### config.mk
export PLATFORM = sky130hd
export DESIGN_NAME = reg_mem_arb_flat
export DESIGN_NICKNAME = d
export VERILOG_FILES = /design/src/rtl/reg_mem_arb_if.sv /design/src/rtl/reg_mem_arb.sv /design/src/flat_wrapper.sv
export SDC_FILE = /design/constraint.sdc
export NUM_CORES = 1
export LEC_CHECK = 0
export BUFFER_PORTS_ARGS = -buffer_cell sky130_fd_sc_hd__buf_2
export CAP_MARGIN = 20
export CORE_MARGIN = 3
export CORE_UTILIZATION = 43
export CTS_CLUSTER_DIAMETER = 150
export DETAILED_ROUTE_END_ITERATION = 7
export GPL_TIMING_DRIVEN = 0
export PLACE_DENSITY = 0.92
export SETUP_SLACK_MARGIN = 0.5
export SLEW_MARGIN = 30
export SYNTH_ARGS = -nofsm -noshare
export SYNTH_HDL_FRONTEND = slang
export SYNTH_SLANG_ARGS = --single-unit
### constraint.sdc
create_clock -name clk -period 1.8 [get_ports clk]
set_input_delay 0.27 -clock clk [delete_from_list [all_inputs] [get_ports clk]]
set_output_delay 0.27 -clock clk [all_outputs]
set_load 0.005 [all_outputs]
### src/rtl/reg_mem_arb_if.sv
// Requester A/B ports and reg_mem bus of the two-port register-memory arbiter.
// The master side is the requesters plus the memory; the slave side is the arbiter.
interface reg_mem_arb_if #(
  parameter int DATA_WIDTH = 8,
  parameter int ADDR_BITS  = 5
) ();
  logic                  req_a;
  logic                  we_a;
  logic [ADDR_BITS-1:0]  addr_a;
  logic [DATA_WIDTH-1:0] wdata_a;
  logic                  gnt_a;
  logic                  rvalid_a;
  logic [DATA_WIDTH-1:0] rdata_a;

  logic                  req_b;
  logic                  we_b;
  logic [ADDR_BITS-1:0]  addr_b;
  logic [DATA_WIDTH-1:0] wdata_b;
  logic                  gnt_b;
  logic                  rvalid_b;
  logic [DATA_WIDTH-1:0] rdata_b;

  logic [ADDR_BITS-1:0]  mem_addr;
  logic [DATA_WIDTH-1:0] mem_data_in;
  logic                  mem_wen;
  logic [DATA_WIDTH-1:0] mem_data_out;
  logic                  busy;

  modport master (
    output req_a, we_a, addr_a, wdata_a, req_b, we_b, addr_b, wdata_b, mem_data_out,
    input  gnt_a, rvalid_a, rdata_a, gnt_b, rvalid_b, rdata_b,
    input  mem_addr, mem_data_in, mem_wen, busy
  );

  modport slave (
    input  req_a, we_a, addr_a, wdata_a, req_b, we_b, addr_b, wdata_b, mem_data_out,
    output gnt_a, rvalid_a, rdata_a, gnt_b, rvalid_b, rdata_b,
    output mem_addr, mem_data_in, mem_wen, busy
  );
endinterface

### src/rtl/reg_mem_arb.sv
// Round-robin arbiter giving two requesters access to a single-port reg_mem.
// Define REG_MEM_ARB_CLEAR_EN to zero the whole memory after every reset.
module reg_mem_arb #(
  parameter int DATA_WIDTH = 8,
  parameter int ADDR_BITS  = 5
) (
  input logic          clk,
  input logic          rst_n,
  reg_mem_arb_if.slave bus
);

`ifdef REG_MEM_ARB_CLEAR_EN
  typedef enum logic [1:0] {IDLE, RD_WAIT, CLEAR} state_t;
  localparam state_t RESET_STATE = CLEAR;
`else
  typedef enum logic [1:0] {IDLE, RD_WAIT} state_t;
  localparam state_t RESET_STATE = IDLE;
`endif

  state_t                state_reg, state_next;
  logic                  last_b_reg, last_b_next;
  logic                  rd_port_reg, rd_port_next;
  logic                  sel_b;
  logic                  sel_we;
  logic [ADDR_BITS-1:0]  addr_sel;
  logic [1:0]            gnt_vec;
  logic                  mem_wen_c;
  logic [ADDR_BITS-1:0]  mem_addr_c;
  logic [DATA_WIDTH-1:0] mem_data_c;
  logic                  busy_c;

`ifdef REG_MEM_ARB_CLEAR_EN
  logic [ADDR_BITS-1:0]  clr_cnt_reg;

  always_ff @(posedge clk or negedge rst_n) begin
    if (!rst_n) begin
      clr_cnt_reg <= '0;
    end else if (state_reg == CLEAR) begin
      clr_cnt_reg <= clr_cnt_reg + ADDR_BITS'(1);
    end
  end
`endif

  always_ff @(posedge clk or negedge rst_n) begin
    if (!rst_n) begin
      state_reg   <= RESET_STATE;
      last_b_reg  <= 1'b1;
      rd_port_reg <= 1'b0;
    end else begin
      state_reg   <= state_next;
      last_b_reg  <= last_b_next;
      rd_port_reg <= rd_port_next;
    end
  end

  // Every output is gated by rst_n so that reset clears them without waiting for a clock.
  always_comb begin
    state_next   = state_reg;
    last_b_next  = last_b_reg;
    rd_port_next = rd_port_reg;
    sel_b        = 1'b0;
    sel_we       = 1'b0;
    addr_sel     = '0;
    gnt_vec      = 2'b00;
    mem_wen_c    = 1'b0;
    mem_addr_c   = '0;
    mem_data_c   = '0;
    busy_c       = 1'b0;
    if (rst_n) begin
      case (state_reg)
        IDLE: begin
          if (bus.req_a || bus.req_b) begin
            // B wins only when alone or when A was served last.
            sel_b       = bus.req_b && (!bus.req_a || !last_b_reg);
            sel_we      = sel_b ? bus.we_b : bus.we_a;
            addr_sel    = sel_b ? bus.addr_b : bus.addr_a;
            gnt_vec     = sel_b ? 2'b10 : 2'b01;
            mem_wen_c   = sel_we;
            mem_addr_c  = addr_sel;
            mem_data_c  = sel_b ? bus.wdata_b : bus.wdata_a;
            last_b_next = sel_b;
            if (!sel_we) begin
              state_next   = RD_WAIT;
              rd_port_next = sel_b;
            end
          end
        end
        RD_WAIT: begin
          busy_c     = 1'b1;
          state_next = IDLE;
        end
`ifdef REG_MEM_ARB_CLEAR_EN
        CLEAR: begin
          busy_c     = 1'b1;
          mem_wen_c  = 1'b1;
          mem_addr_c = clr_cnt_reg;
          if (clr_cnt_reg == '1) begin
            state_next = IDLE;
          end
        end
`endif
        default: state_next = IDLE;
      endcase
    end
  end

  // Read data lands in the port's register at the end of RD_WAIT; rvalid follows one cycle later.
  for (genvar gi = 0; gi < 2; gi++) begin : g_port
    logic                  done;
    logic                  rvalid_reg;
    logic [DATA_WIDTH-1:0] rdata_reg;

    assign done = (state_reg == RD_WAIT) && (rd_port_reg == 1'(gi));

    always_ff @(posedge clk or negedge rst_n) begin
      if (!rst_n) begin
        rvalid_reg <= 1'b0;
        rdata_reg  <= '0;
      end else begin
        rvalid_reg <= done;
        if (done) begin
          rdata_reg <= bus.mem_data_out;
        end
      end
    end
  end

  assign bus.gnt_a       = gnt_vec[0];
  assign bus.gnt_b       = gnt_vec[1];
  assign bus.rvalid_a    = g_port[0].rvalid_reg;
  assign bus.rvalid_b    = g_port[1].rvalid_reg;
  assign bus.rdata_a     = g_port[0].rdata_reg;
  assign bus.rdata_b     = g_port[1].rdata_reg;
  assign bus.mem_wen     = mem_wen_c;
  assign bus.mem_addr    = mem_addr_c;
  assign bus.mem_data_in = mem_data_c;
  assign bus.busy        = busy_c;

endmodule

### src/flat_wrapper.sv
// flat-port wrapper written by rule: the top's interface ports become plain ports
module reg_mem_arb_flat 
#(
  parameter int DATA_WIDTH = 8,
  parameter int ADDR_BITS  = 5
)
  (clk, rst_n, bus_req_a, bus_we_a, bus_addr_a, bus_wdata_a, bus_req_b, bus_we_b, bus_addr_b, bus_wdata_b, bus_mem_data_out, bus_gnt_a, bus_rvalid_a, bus_rdata_a, bus_gnt_b, bus_rvalid_b, bus_rdata_b, bus_mem_addr, bus_mem_data_in, bus_mem_wen, bus_busy);
  reg_mem_arb_if #(.DATA_WIDTH(DATA_WIDTH), .ADDR_BITS(ADDR_BITS)) bus_i ();
  input logic clk;
  input logic rst_n;
  input wire logic [$bits(bus_i.req_a)-1:0] bus_req_a;
  input wire logic [$bits(bus_i.we_a)-1:0] bus_we_a;
  input wire logic [$bits(bus_i.addr_a)-1:0] bus_addr_a;
  input wire logic [$bits(bus_i.wdata_a)-1:0] bus_wdata_a;
  input wire logic [$bits(bus_i.req_b)-1:0] bus_req_b;
  input wire logic [$bits(bus_i.we_b)-1:0] bus_we_b;
  input wire logic [$bits(bus_i.addr_b)-1:0] bus_addr_b;
  input wire logic [$bits(bus_i.wdata_b)-1:0] bus_wdata_b;
  input wire logic [$bits(bus_i.mem_data_out)-1:0] bus_mem_data_out;
  output wire logic [$bits(bus_i.gnt_a)-1:0] bus_gnt_a;
  output wire logic [$bits(bus_i.rvalid_a)-1:0] bus_rvalid_a;
  output wire logic [$bits(bus_i.rdata_a)-1:0] bus_rdata_a;
  output wire logic [$bits(bus_i.gnt_b)-1:0] bus_gnt_b;
  output wire logic [$bits(bus_i.rvalid_b)-1:0] bus_rvalid_b;
  output wire logic [$bits(bus_i.rdata_b)-1:0] bus_rdata_b;
  output wire logic [$bits(bus_i.mem_addr)-1:0] bus_mem_addr;
  output wire logic [$bits(bus_i.mem_data_in)-1:0] bus_mem_data_in;
  output wire logic [$bits(bus_i.mem_wen)-1:0] bus_mem_wen;
  output wire logic [$bits(bus_i.busy)-1:0] bus_busy;
  assign bus_i.req_a = bus_req_a;
  assign bus_i.we_a = bus_we_a;
  assign bus_i.addr_a = bus_addr_a;
  assign bus_i.wdata_a = bus_wdata_a;
  assign bus_i.req_b = bus_req_b;
  assign bus_i.we_b = bus_we_b;
  assign bus_i.addr_b = bus_addr_b;
  assign bus_i.wdata_b = bus_wdata_b;
  assign bus_i.mem_data_out = bus_mem_data_out;
  assign bus_gnt_a = bus_i.gnt_a;
  assign bus_rvalid_a = bus_i.rvalid_a;
  assign bus_rdata_a = bus_i.rdata_a;
  assign bus_gnt_b = bus_i.gnt_b;
  assign bus_rvalid_b = bus_i.rvalid_b;
  assign bus_rdata_b = bus_i.rdata_b;
  assign bus_mem_addr = bus_i.mem_addr;
  assign bus_mem_data_in = bus_i.mem_data_in;
  assign bus_mem_wen = bus_i.mem_wen;
  assign bus_busy = bus_i.busy;
  reg_mem_arb #(.DATA_WIDTH(DATA_WIDTH), .ADDR_BITS(ADDR_BITS)) u_core (.clk(clk), .rst_n(rst_n), .bus(bus_i));
endmodule
==> metrics.md, run 1 <==
| Metric | Value |
|---|---|
| Outcome | `completed` |
| IO buf count | `74` |
| Largest net degree at the start of global routing | `21` |
| Filler cells | `~130` |
| Drt total wl | `approximately 3400 um` |
| Vias in the first global route | `about 1100` |
| Final Non-Filler Cells | `roughly 220` |
| Pleak | `between 0.9 and 1 nW` |
| Synthesized cell area | `approximately 0.0010 mm2` |
| Final Hold Fails | `0` |
| Area of the multi-input gates | `649 um2` |
| Fin crit period | `between 1.5 and 2 ns` |
| Req. time, crit path | `between 1.5 and 2 ns` |
| Core Rows | `17` |
| Die Area | `0.00301 mm2` |
| Drt wl/cell | `roughly 15 um` |
| Layout Skew | `0.00695 ns` |
| Share of layout cells above drive strength 1 | `around 76%` |
| Area grow syn2layout | `76.5%` |
| Slew Limit Headroom | `between 40% and 50%` |
| Detailed placer's ending HPWL | `roughly 2300 um` |
| # diodes | `0` |
| Number of antenna violations at the first check in global routing | `0` |
| Vias per cell | `5.12` |
| First-pass GRT wire length | `4740 um` |
| Iteration count of the initial detailed-routing pass | `6` |
| TritonCTS sink count | `21` |
| Sequential cell area | `approximately 530 um2` |
| Clock Path Buffers | `2` |
| Post-synthesis compound-gate area fraction | `12.2%` |
| Post-Synth Simple-Gate Area | `roughly 15%` |
| Clk slew on worst S/H paths | `0.11 ns` |
| Synthesized area per cell | `around 10 um2` |
| F_max | `approximately 560 MHz` |
| Synth cell types | `21` |
| Drt drc | `0` |
| Mux share of post-synthesis cell area | `between 10% and 20%` |
| Critical Path AT | `between 1.5 and 2 ns` |
| Total global routing overflow | `0` |
| Vias | `1117` |
| Io pins | `75` |
| Post-Syn Nets | `approximately 140` |
| Xor/xnor share of the synthesized area | `0%` |
| GPL Wtd Cong | `just under 0.7` |
| Placed insts | `around 200` |
| DR iter-0 viols | `11` |
| Seq/Total Area, Yosys | `approximately half` |
| Min-Delay Path Class | `in -> reg` |
| Largest family of logic cells by synthesized area | `multiplexers` |
| Worst IR drop on VDD | `0.611 mV` |
| H-tree depth | `1` |
| CTS tree | `yes` |
| CTS Buf Count | `3` |
| Total Routing Usage GR | `a little over a fifth` |
| Clk_lat worst skew | `0.29 ns` |
| Max-slew violations | `0` |
| Crit start category | `register` |
| Core area | `approximately 0.0022 mm2` |
| Pwr per Cell Area | `between 1000 and 1500 mW/mm2` |
| Yosys Warn Count | `0` |
| RSZ-0062 raised after global routing | `true` |
| Clock root buffer | `clkbuf_4` |
| Crit Path Class | `reg -> out` |
| Area share of fa/ha/maj cells after synthesis | `0%` |
| CP endpoint kind | `output port` |
| Final Setup Violations | `0` |
| Post-Synthesis Cells | `99` |
| Die W | `54.9 um` |
| Tcrit/Tclk final | `a little under 100%` |
| Number of max-cap violations | `0` |
| Layout Utilization | `about four fifths` |
| Die height | `about 55 um` |
| Max Fanout on Critical Path | `4` |
| Worst Tran Pin Value | `between 0.8 and 0.9 ns` |
| Initial core utilization | `a little under half` |
| Synthesized flop and latch total | `21` |
| DRT antenna net count | `0` |
| Total Nets Final | `between 200 and 250` |
## placed cells by master (no fill, tap or decap), types with 2 or more instances in the layout
cell | netlist | routed
buf_12 | 0 | 2
mux2_4 | 0 | 9
mux2_2 | 16 | 8
dfrtp_1 | 20 | 20
a21oi_2 | 0 | 12
buf_2 | 3 | 71
inv_1 | 3 | 2
a21oi_1 | 14 | 2
nor2b_4 | 0 | 2
buf_6 | 0 | 9
nand2_1 | 27 | 13
nand2_2 | 0 | 12
buf_4 | 0 | 6
clkbuf_4 | 0 | 3
## metal layers
| metal | routed length (um) | GRT usage, % | share of wire, % |
|---|---|---|---|
| met5 | 0 | 0 | 0 |
| met4 | 14 | 4.86 | 0.42 |
| met3 | 323 | 3.22 | 9.6 |
| met2 | 1640 | 38.6 | 49 |
| met1 | 1390 | 26.8 | 41 |
## cell type report
type	count	share of cell area, %
clock buffers	4	1.45
multi-input cells	72	35.8
repair buffers	87	29.2
well taps	28	1.93
inverters	3	0.758
plain buffers	3	1.86
flip-flops and latches	21	29.0
## Yosys cell counts
| cell | n | area share (%) |
|---|---|---|
| nand4b_1 | 1 | 0.85 |
| inv_1 | 3 | 1.1 |
| nor2b_1 | 1 | 0.61 |
| dfstp_2 | 1 | 2.6 |
| dfrtp_1 | 20 | 49 |
| nor2b_2 | 1 | 0.85 |
| nand2b_1 | 1 | 0.61 |
| a21oi_1 | 14 | 6.8 |
| mux2_2 | 16 | 18 |
| and2_1 | 2 | 1.2 |
| a22o_1 | 1 | 0.85 |
| o22ai_1 | 1 | 0.61 |
| a21boi_4 | 1 | 1.8 |
| nand2_1 | 27 | 9.9 |
| buf_2 | 3 | 1.5 |
| a31oi_1 | 1 | 0.61 |
| o21ai_1 | 1 | 0.49 |
| mux2_1 | 1 | 1.1 |
| nor2_1 | 1 | 0.36 |
| a21bo_2 | 1 | 0.97 |
| nor2_4 | 1 | 1.1 |
## critical path, cell delays in order (launching register included)
cell and delay, ns:
dfstp_2 0.61, a21boi_4 0.09, mux2_4 0.31, nor2b_4 0.13, buf_6 0.11
## logic make-up after synthesis
logic type / after synthesis
mux: 17
buf+inv: 6
flops: 21
simple gates: 35
compound gates: 20
## power breakdown
group	switching, mW	internal (mW)
registers	0.136	0.686
clock network	0.130	0.0861
logic	0.370	0.556
total	0.636	1.33
## worst paths after layout
| check | start | to | slack (ns) | cells past startpoint |
|---|---|---|---|---|
| max | u_core.last_b_reg | bus_mem_wen | 0.009 | 4 |
| min | rst_n | u_core.state_reg[0] | 0.20 | 2 |
| max reg2reg | u_core.state_reg[0] | u_core.bus.rdata_a[3] | 0.40 | 6 |
| min reg2reg | u_core.bus.rdata_b[2] | u_core.bus.rdata_b[2] | 0.52 | 1 |
| max in group asynchronous | rst_n | u_core.bus.rdata_b[3] | 0.99 | 2 |
| min in group asynchronous | rst_n | u_core.bus.rdata_b[4] | 0.29 | 2 |
## stage by stage
step	instance area, um2	setup TNS, ns	worst slack (ns)	power [mW]	hold slack (ns)
final	1820	0	0.00911	1.96	0.198
after global routing	1820	-0.299	-0.0522	2.11	0.186
after CTS	1740	-0.0187	-0.0187	1.91	0.178
after detailed placement	1500	-1.26	-0.157	1.52	0.254
after global placement	1500	-0.686	-0.0966	1.46	0.241
after floorplan	1090	0	0.479	1.17	-0.0256
## repair_timing
action | 4_1_cts | 5_1_grt
pin swaps | 14 | 4
setup buffers | 7 | 3
gates resized for setup | 39 | 8
hold buffers | 2 | 0
setup endpoints to repair | 16 | 47
hold endpoints to repair | 20 | 0
cloned | 1 | 0
No activity file was read; power rests on OpenSTA's default activity.
==> run 2: changes to the inputs <==
clock period = 2.3 ns   (was 1.8 ns; I/O delays follow)
==> metrics.md, run 2 (synthesis gave the netlist of run 1 again) <==
| Metric | Value |
|---|---|
| Number of antenna violations at the first check in global routing | `0` |
| Worst Tran Pin Value | `slightly below 0.9 ns` |
| RSZ-0062 raised after global routing | `true` |
| Design Area, Final | `approximately 0.0017 mm2` |
| Final Hold Fails | `0` |
| CTS tree | `yes` |
| Hold path endpoint | `u_core.state_reg[0]` |
| Max-slew violations | `0` |
| Placed instance area | `approximately 0.0014 mm2` |
| FF-to-FF End | `u_core.bus.rdata_b[2]` |
| Total global routing overflow | `0` |
| Number of max-cap violations | `0` |
| Clock root buffer | `clkbuf_4` |
| Io pins | `75` |
| Sequential cell area | `527 um2` |
| Outcome | `completed` |
| CP endpoint kind | `output port` |
| Hold Crit Start | `rst_n` |
| Vias | `1063` |
| Die height | `54.9 um` |
| Pleak | `0.888 nW` |
| Fin crit period | `1.89 ns` |
| Core Rows | `17` |
| Largest net degree at the start of global routing | `21` |
| Pwr per Cell Area | `between 800 and 900 mW/mm2` |
| # diodes | `0` |
| Total Nets Final | `230` |
| Worst Hold Path Cells | `2` |
| Min-Delay Path Class | `in -> reg` |
| Drt wl/cell | `~13 um` |
| DR iter-0 viols | `10` |
| Die W | `54.9 um` |
| FF-to-FF path depth | `3` |
| DRT antenna net count | `0` |
| Clock Path Buffers | `2` |
| Worst IR drop on VDD | `0.482 mV` |
| Vias in the first global route | `958` |
| Share of layout cells above drive strength 1 | `a little under three quarters` |
| Setup_tns | `0 ns` |
| Req. time, crit path | `between 1.5 and 2 ns` |
| Area grow syn2layout | `64.6%` |
| Most frequent cells in the layout | `buf_2 (73), dfrtp_1 (20), nand2_1 (16), mux2_2 (16)` |
| Crit start category | `register` |
| Filler cells | `159` |
| Iteration count of the initial detailed-routing pass | `4` |
| Setup WS pre-CTS | `0.176 ns` |
| Max Fanout on Critical Path | `5` |
| Die Area | `between 0.003 and 0.004 mm2` |
| Drt drc | `0` |
| Initial core utilization | `a little under half` |
| Core area | `0.00223 mm2` |
| Final Setup Violations | `0` |
| Critical Path AT | `1.54 ns` |
| Worst R2R Setup Slack | `approximately 0.95 ns` |
| Clk slew on worst S/H paths | `around 0.10 ns` |
| Slew Limit Headroom | `between 40 and 50%` |
| Vias per cell | `4.90` |
| Detailed placer's ending HPWL | `just under 2000 um` |
| GPL Wtd Cong | `0.677` |
| CTS Buf Count | `3` |
| Total Routing Usage GR | `16.8%` |
| Drt total wl | `a little under 3000 um` |
| Area of the multi-input gates | `581 um2` |
| Crit Path Class | `reg -> out` |
| Layout Skew | `0.00828 ns` |
| Clk_lat worst skew | `just under 0.3 ns` |
| IO buf count | `74` |
| F_max | `530 MHz` |
| H-tree depth | `1` |
| Tcrit/Tclk final | `82.0%` |
| Commonest non-fill, non-tap cell in the layout | `buf_2` |
| Final worst setup slack | `approximately 0.41 ns` |
| TritonCTS sink count | `21` |
| First-pass GRT wire length | `between 3000 and 4000 um` |
| Critical R2R Launch | `u_core.state_reg[0]` |
[run 2: cell type report]
type                            instances  area share, %
Multi-Input combinational cell         72           34.3
Sequential cell                        21           31.1
Clock buffer                            4           1.55
Buffer                                  3           1.77
Tap cell                               28           2.07
Timing Repair Buffer                   86           28.5
Inverter                                3          0.665
[run 2: routing by layer]
| layer | share of wire (%) | track usage (%) |
|---|---|---|
| met3 | 9.8 | 2.14 |
| met4 | 0.34 | 6.07 |
| met5 | 0 | 0 |
| met2 | 49 | 30.9 |
| met1 | 41 | 19.7 |
[run 2: how the worst max path moves through the flow]
stage                         end         startpoint  slack (ns)
2_1_floorplan     bus_mem_addr[0]  u_core.last_b_reg        0.85
3_3_place_gp      bus_mem_addr[3]              rst_n        0.23
3_5_place_dp   bus_mem_data_in[3]              rst_n        0.18
4_1_cts               bus_mem_wen  u_core.last_b_reg        0.42
5_1_grt        bus_mem_data_in[1]  u_core.last_b_reg        0.34
6_report       bus_mem_data_in[1]  u_core.last_b_reg        0.41
[run 2: worst max-delay path: stages, from the launching register on]
cell     delay (ns)
dfstp_2        0.60
a21bo_4        0.18
buf_6          0.12
nand2_1        0.06
a21oi_1        0.16
buf_2          0.14
[run 2: timing repair]
action	CTS	global route
setup endpoints to repair	15	15
gates cloned	1	0
hold buffers	2	0
pin swaps	9	20
resized for setup	10	32
setup buffers	4	5
endpoints found under the hold margin	20	0
[run 2: where the power goes]
group	internal (mW)	switching, mW	total (mW)
sequential	0.537	0.0863	0.623
clock	0.0674	0.0982	0.166
combinational	0.360	0.255	0.615
[run 2: per-stage QoR]
stage          hold WS (ns)  cells  utilization, %  power [mW]
6_report              0.272    217            75.8        1.40
5_1_grt               0.259    217            75.8        1.51
4_1_cts               0.257    212            69.5        1.36
3_5_place_dp          0.331    201            64.2        1.15
3_3_place_gp          0.317    201            64.2        1.12
2_1_floorplan        0.0494     99               -       0.891
